==> src/rtl/uart_tx_frame_arbiter.sv <==
// uart_tx_frame_arbiter: round-robin arbiter feeding whole frames from NUM_REQ producers into one UART TX FIFO.
// Build macro UART_TX_ARB_CRLF_EN appends 0x0D 0x0A to every frame.
module uart_tx_frame_arbiter #(
    parameter int NUM_REQ = 3,
    parameter int LEN_W   = 5,
    parameter int MAX_LEN = 16
) (
    input  logic                     clk,
    input  logic                     rst,
    input  logic [NUM_REQ-1:0]       i_req,
    input  logic [NUM_REQ*LEN_W-1:0] i_len,
    input  logic [NUM_REQ*8-1:0]     i_byte,
    input  logic                     i_tx_full,
    output logic [NUM_REQ-1:0]       o_gnt,
    output logic [LEN_W-1:0]         o_idx,
    output logic                     o_tx_push,
    output logic [7:0]               o_tx_data,
    output logic                     o_busy,
    output logic                     o_frame_done,
    output logic                     o_overrun
);
    localparam int PW = $clog2(NUM_REQ);

    typedef enum logic [3:0] {IDLE, GRANT, SEND, WAIT, DONE, CR, WCR, LF, WLF} state_t;

`ifdef UART_TX_ARB_CRLF_EN
    localparam state_t TAIL = CR;
`else
    localparam state_t TAIL = DONE;
`endif

    state_t             state_q, state_d;
    logic [NUM_REQ-1:0] pend_q, pend_d, gnt_q, gnt_d, rq_q, rq_d, clr;
    logic [PW-1:0]      ptr_q, ptr_d, win_q, win_d, pick;
    logic [LEN_W-1:0]   len_q, len_d, idx_q, idx_d, len_in;
    logic [7:0]         data_q, data_d, byte_in;
    logic               push_q, push_d, ovr_q;
    int                 j;

    // Winner is the first pending requester at or after ptr, wrapping around.
    always_comb begin
        pick = ptr_q;
        len_in = '0;
        byte_in = '0;
        j = 0;
        for (int i = NUM_REQ - 1; i >= 0; i--) begin
            j = int'(ptr_q) + i;
            j = (j >= NUM_REQ) ? j - NUM_REQ : j;
            pick = pend_q[PW'(j)] ? PW'(j) : pick;
        end
        for (int k = 0; k < NUM_REQ; k++) begin
            len_in = (pick == PW'(k)) ? i_len[k*LEN_W +: LEN_W] : len_in;
            byte_in = (win_q == PW'(k)) ? i_byte[k*8 +: 8] : byte_in;
        end
    end

    always_comb begin
        state_d = state_q;
        win_d = win_q;
        gnt_d = gnt_q;
        len_d = len_q;
        idx_d = idx_q;
        ptr_d = ptr_q;
        data_d = data_q;
        push_d = 1'b0;
        rq_d = rq_q | (i_req & gnt_q);
        clr = '0;
        case (state_q)
            IDLE: state_d = (|pend_q) ? GRANT : IDLE;
            GRANT: begin
                win_d = pick;
                gnt_d = NUM_REQ'(1) << pick;
                len_d = (len_in > LEN_W'(MAX_LEN)) ? LEN_W'(MAX_LEN) : len_in;
                idx_d = '0;
                state_d = (len_d == '0) ? TAIL : SEND;
            end
            SEND: if (!i_tx_full) begin
                push_d = 1'b1;
                data_d = byte_in;
                idx_d = idx_q + 1'b1;
                state_d = WAIT;
            end
            WAIT: state_d = (idx_q == len_q) ? TAIL : SEND;
`ifdef UART_TX_ARB_CRLF_EN
            CR: if (!i_tx_full) begin
                push_d = 1'b1;
                data_d = 8'h0D;
                state_d = WCR;
            end
            WCR: state_d = LF;
            LF: if (!i_tx_full) begin
                push_d = 1'b1;
                data_d = 8'h0A;
                state_d = WLF;
            end
            WLF: state_d = DONE;
`endif
            DONE: begin
                clr = gnt_q;
                gnt_d = '0;
                rq_d = '0;
                ptr_d = (win_q == PW'(NUM_REQ - 1)) ? '0 : win_q + 1'b1;
                state_d = IDLE;
            end
            default: state_d = IDLE;
        endcase
    end

    // A re-request by the owner during its own frame survives the DONE clear.
    assign pend_d = (pend_q & ~(clr & ~rq_q)) | i_req;

    always_ff @(posedge clk or posedge rst) begin
        if (rst) begin
            state_q <= IDLE;
            pend_q <= '0;
            gnt_q <= '0;
            rq_q <= '0;
            ptr_q <= '0;
            win_q <= '0;
            len_q <= '0;
            idx_q <= '0;
            data_q <= '0;
            push_q <= 1'b0;
            ovr_q <= 1'b0;
        end else begin
            state_q <= state_d;
            pend_q <= pend_d;
            gnt_q <= gnt_d;
            rq_q <= rq_d;
            ptr_q <= ptr_d;
            win_q <= win_d;
            len_q <= len_d;
            idx_q <= idx_d;
            data_q <= data_d;
            push_q <= push_d;
            ovr_q <= |(i_req & pend_q & ~gnt_q);
        end
    end

    assign o_gnt = gnt_q;
    assign o_idx = idx_q;
    assign o_tx_push = push_q;
    assign o_tx_data = data_q;
    assign o_busy = (state_q != IDLE);
    assign o_frame_done = (state_q == DONE);
    assign o_overrun = ovr_q;
endmodule

==> config.mk <==
export PLATFORM = sky130hd
export DESIGN_NAME = uart_tx_frame_arbiter
export DESIGN_NICKNAME = d
export VERILOG_FILES = /design/src/rtl/uart_tx_frame_arbiter.sv
export SDC_FILE = /design/constraint.sdc
export NUM_CORES = 1
export LEC_CHECK = 0
export ABC_AREA = 1
export BUFFER_PORTS_ARGS = -buffer_cell sky130_fd_sc_hd__buf_2
export CAP_MARGIN = 20
export CORE_MARGIN = 10
export CORE_UTILIZATION = 45
export DETAILED_ROUTE_END_ITERATION = 10
export GPL_ROUTABILITY_DRIVEN = 0
export PLACE_DENSITY_LB_ADDON = 0.2
export SETUP_SLACK_MARGIN = 0.05
export SKIP_CTS_REPAIR_TIMING = 1
export SLEW_MARGIN = 20
export SYNTH_ARGS = -nofsm -noshare
export SYNTH_HDL_FRONTEND = slang
export SYNTH_SLANG_ARGS = --single-unit
==> constraint.sdc <==
create_clock -name clk -period 2.1 [get_ports clk]
set_clock_uncertainty 0.05 [all_clocks]
set_input_delay 0.42 -clock clk [delete_from_list [all_inputs] [get_ports clk]]
set_output_delay 0.42 -clock clk [all_outputs]
set_load 0.01 [all_outputs]
==> qor.yml <==
cp_max_fo: 7
fp-row-count: 24
crit_path_end_kind: "register"
crit-reg2reg-launch: "ptr_q[0]"
grt_pass1_wl_mm: 8.80
die_h_um: 87.1
clk_latency_ps: 300
drv_cap: 0
fillers: 386
antenna_found_initial: 0
slew_headroom: 0.605
wl_per_cell_um: 14.2
tightest_slew_ps: 590
clock-sinks: 36
die_area_um2: 7590
p_leak_uw: 0.00137
synth_seq_cells: 36
slowest_stage: "dfrtp_1"
worstPathCellList: "inv_2, ha_4, inv_2, nand2_2, nand2_2, a21oi_2, nand3_2, nand2_4, nand2_2, nand3_1, nand3_2, nor2_2, nand3_1, nand2_1, nand2_1"
final_cell_count_no_fill: 400
min_period_ps: 2260
grt_max_degree: 37
grtUsageTotal: 0.141
critPathKind: "register to register"
cts.htree.levels: 2
ant_nets: 0
hold_violations: 0
initial_core_util: 0.466
rr_endpoint: "state_q[1]"
clkTransAtPathRegs_ps: 70
synthesis.instances: 260
ys_types: 34
via_per_inst: 5.20
yosysSeqAreaShare: 0.444
critPathLaunchType: "register"
cts_buffers: 5
powerDensity_nw_per_um2: 1070
io_pins: 65
grt_pass1_vias: 1988
critPathRequiredTime_ps: 2230
arrival_ps: 2380
num_vias: 2079
rsz0062_at_grt: "true"
cts_tree: "built"
fin_crit_sh: 1.07
slowest_delay_ps: 420
drt_iter0_drc: 135
status: "finished with violations"
dp_cells: 388
cp_common_cell: "nand2_2"
wl_mm: 5.67
fin_ws_ps: -157
antenna_cells: 0
grt_overflow_total: 0
hold_class: "primary input to async pin"
syn_area_um2: 2030
violations: "negative setup slack"
nNetsFinal: 396
reg2regPathDepth: 15
syn2layout_area_growth_pct: 33.7
clockRootBuffer: "clkbuf_8"
place.detailed.hpwl_mm: 4.14
die_w_um: 87.1
holdWs_ps: 163
port-buffer-count: 64
synth_fp_nets: 309
ys_warn_count: 0
drc_errors: 0
core_area_um2: 4350
finalMaxSlewViolations: 0
peakVddDrop_v: 0.000564
drt_pass1_iterations: 4
fmax_ghz: 0.443
synth_area_per_cell_um2: 7.80
clk_path_buf_depth: 2
drive_above_1_share: 0.353
setup_viol: 7
reg2reg_setup_slack_ps: -160
==> registers in the layout (all words and copies together), names as in the netlist <==
signal     count
len_q          5
o_gnt          3
o_idx          5
o_overrun      1
o_tx_data      8
o_tx_push      1
pend_q         3
ptr_q          2
rq_q           3
state_q        3
win_q          2
==> cell usage in the layout (no fill, tap or decap), drive strengths merged <==
master / Yosys / final
ha: 4 / 4
nor2: 27 / 27
nand3: 28 / 28
o311ai: 1 / 1
o22ai: 2 / 2
o21ai: 20 / 20
a31oi: 1 / 1
inv: 38 / 38
a22o: 2 / 2
o32ai: 1 / 1
nand2: 65 / 66
buf: 1 / 82
a41oi: 8 / 8
o2111ai: 1 / 1
clkbuf: 2 / 6
clkinv: 0 / 2
a221oi: 1 / 1
nand3b: 1 / 1
and3: 1 / 1
a21oi: 7 / 7
nor3: 9 / 9
xor2: 1 / 1
dfrtp: 36 / 36
o21bai: 2 / 2
a211oi: 1 / 1
==> synthesized netlist by cell type, drive strengths merged <==
cell type	n	area [um2]
a41oi	8	70.1
nand2	65	262
nand3	28	150
a31oi	1	6.26
a22o	2	17.5
o21ai	20	104
and3	1	6.26
a21oi	7	42.5
buf	1	11.3
o2111ai	1	8.76
clkbuf	2	7.51
dfrtp	36	901
o22ai	2	12.5
ha	4	50.1
o32ai	1	8.76
a221oi	1	8.76
a211oi	1	7.51
xor2	1	8.76
o311ai	1	8.76
nor2	27	121
nand3b	1	7.51
o21bai	2	15.0
nor3	9	50.1
inv	38	143
==> how the worst max path moves through the flow <==
stage,end,from,slack (ps),cells past startpoint
after global routing,state_q[1],ptr_q[0],-250,15
final,state_q[1],ptr_q[0],-160,15
after global placement,state_q[2],ptr_q[1],-70,14
after floorplan,state_q[1],ptr_q[0],90,16
after CTS,len_q[0],ptr_q[0],-190,14
after detailed placement,len_q[0],ptr_q[0],-160,14
==> kinds of logic after synthesis <==
logic type / share of synthesized area
simple gates: 0.294
compound gates: 0.153
buf+inv: 0.0796
flops: 0.444
fa+ha+maj: 0.0247
xor+xnor: 0.00432
==> where the power goes <==
group	switching (uW)	total, uW	internal, uW	leakage (uW)
registers	178	1090	914	0.000430
clock network	248	510	262	0.0000510
logic	737	1290	558	0.000890
total	1160	2900	1730	0.00137
==> critical path, delay by kind of cell (launching register included) <==
| family | cells | cell delay (ps) |
|---|---|---|
| simple gates | 11 | 1040 |
| flops | 1 | 420 |
| fa+ha+maj | 1 | 320 |
| buf+inv | 2 | 160 |
| compound gates | 1 | 150 |
==> layer usage <==
| layer | wire, um | vias to the layer above | GRT usage |
|---|---|---|---|
| met5 | 0 | - | 0 |
| met4 | 135 | 0 | 0.0435 |
| met3 | 297 | 17 | 0.0449 |
| met2 | 2920 | 54 | 0.243 |
| met1 | 2320 | 966 | 0.163 |
| li1 | - | 1042 | - |
==> cell type report <==
class                   count  area, um2  share of cell area
repair buffers             82        455               0.168
well taps                  52       65.1              0.0240
flip-flops and latches     36        902               0.333
inverters                  38        143              0.0526
multi-input cells         184       1050               0.389
clock inverters             2       10.0             0.00369
clock buffers               6       82.6              0.0304
==> stage by stage <==
stage,instance area [um2],utilization,setup slack [ps],power (uW),setup TNS [ps]
after floorplan,2030,-,93.9,1850,0
after global placement,2510,0.576,-69.8,2290,-297
after detailed placement,2510,0.576,-159,2310,-896
after CTS,2600,0.597,-188,2820,-1110
after global routing,2710,0.623,-248,3150,-1420
final,2710,0.623,-157,2900,-688
Note: power is estimated with default switching activity, not from simulation.
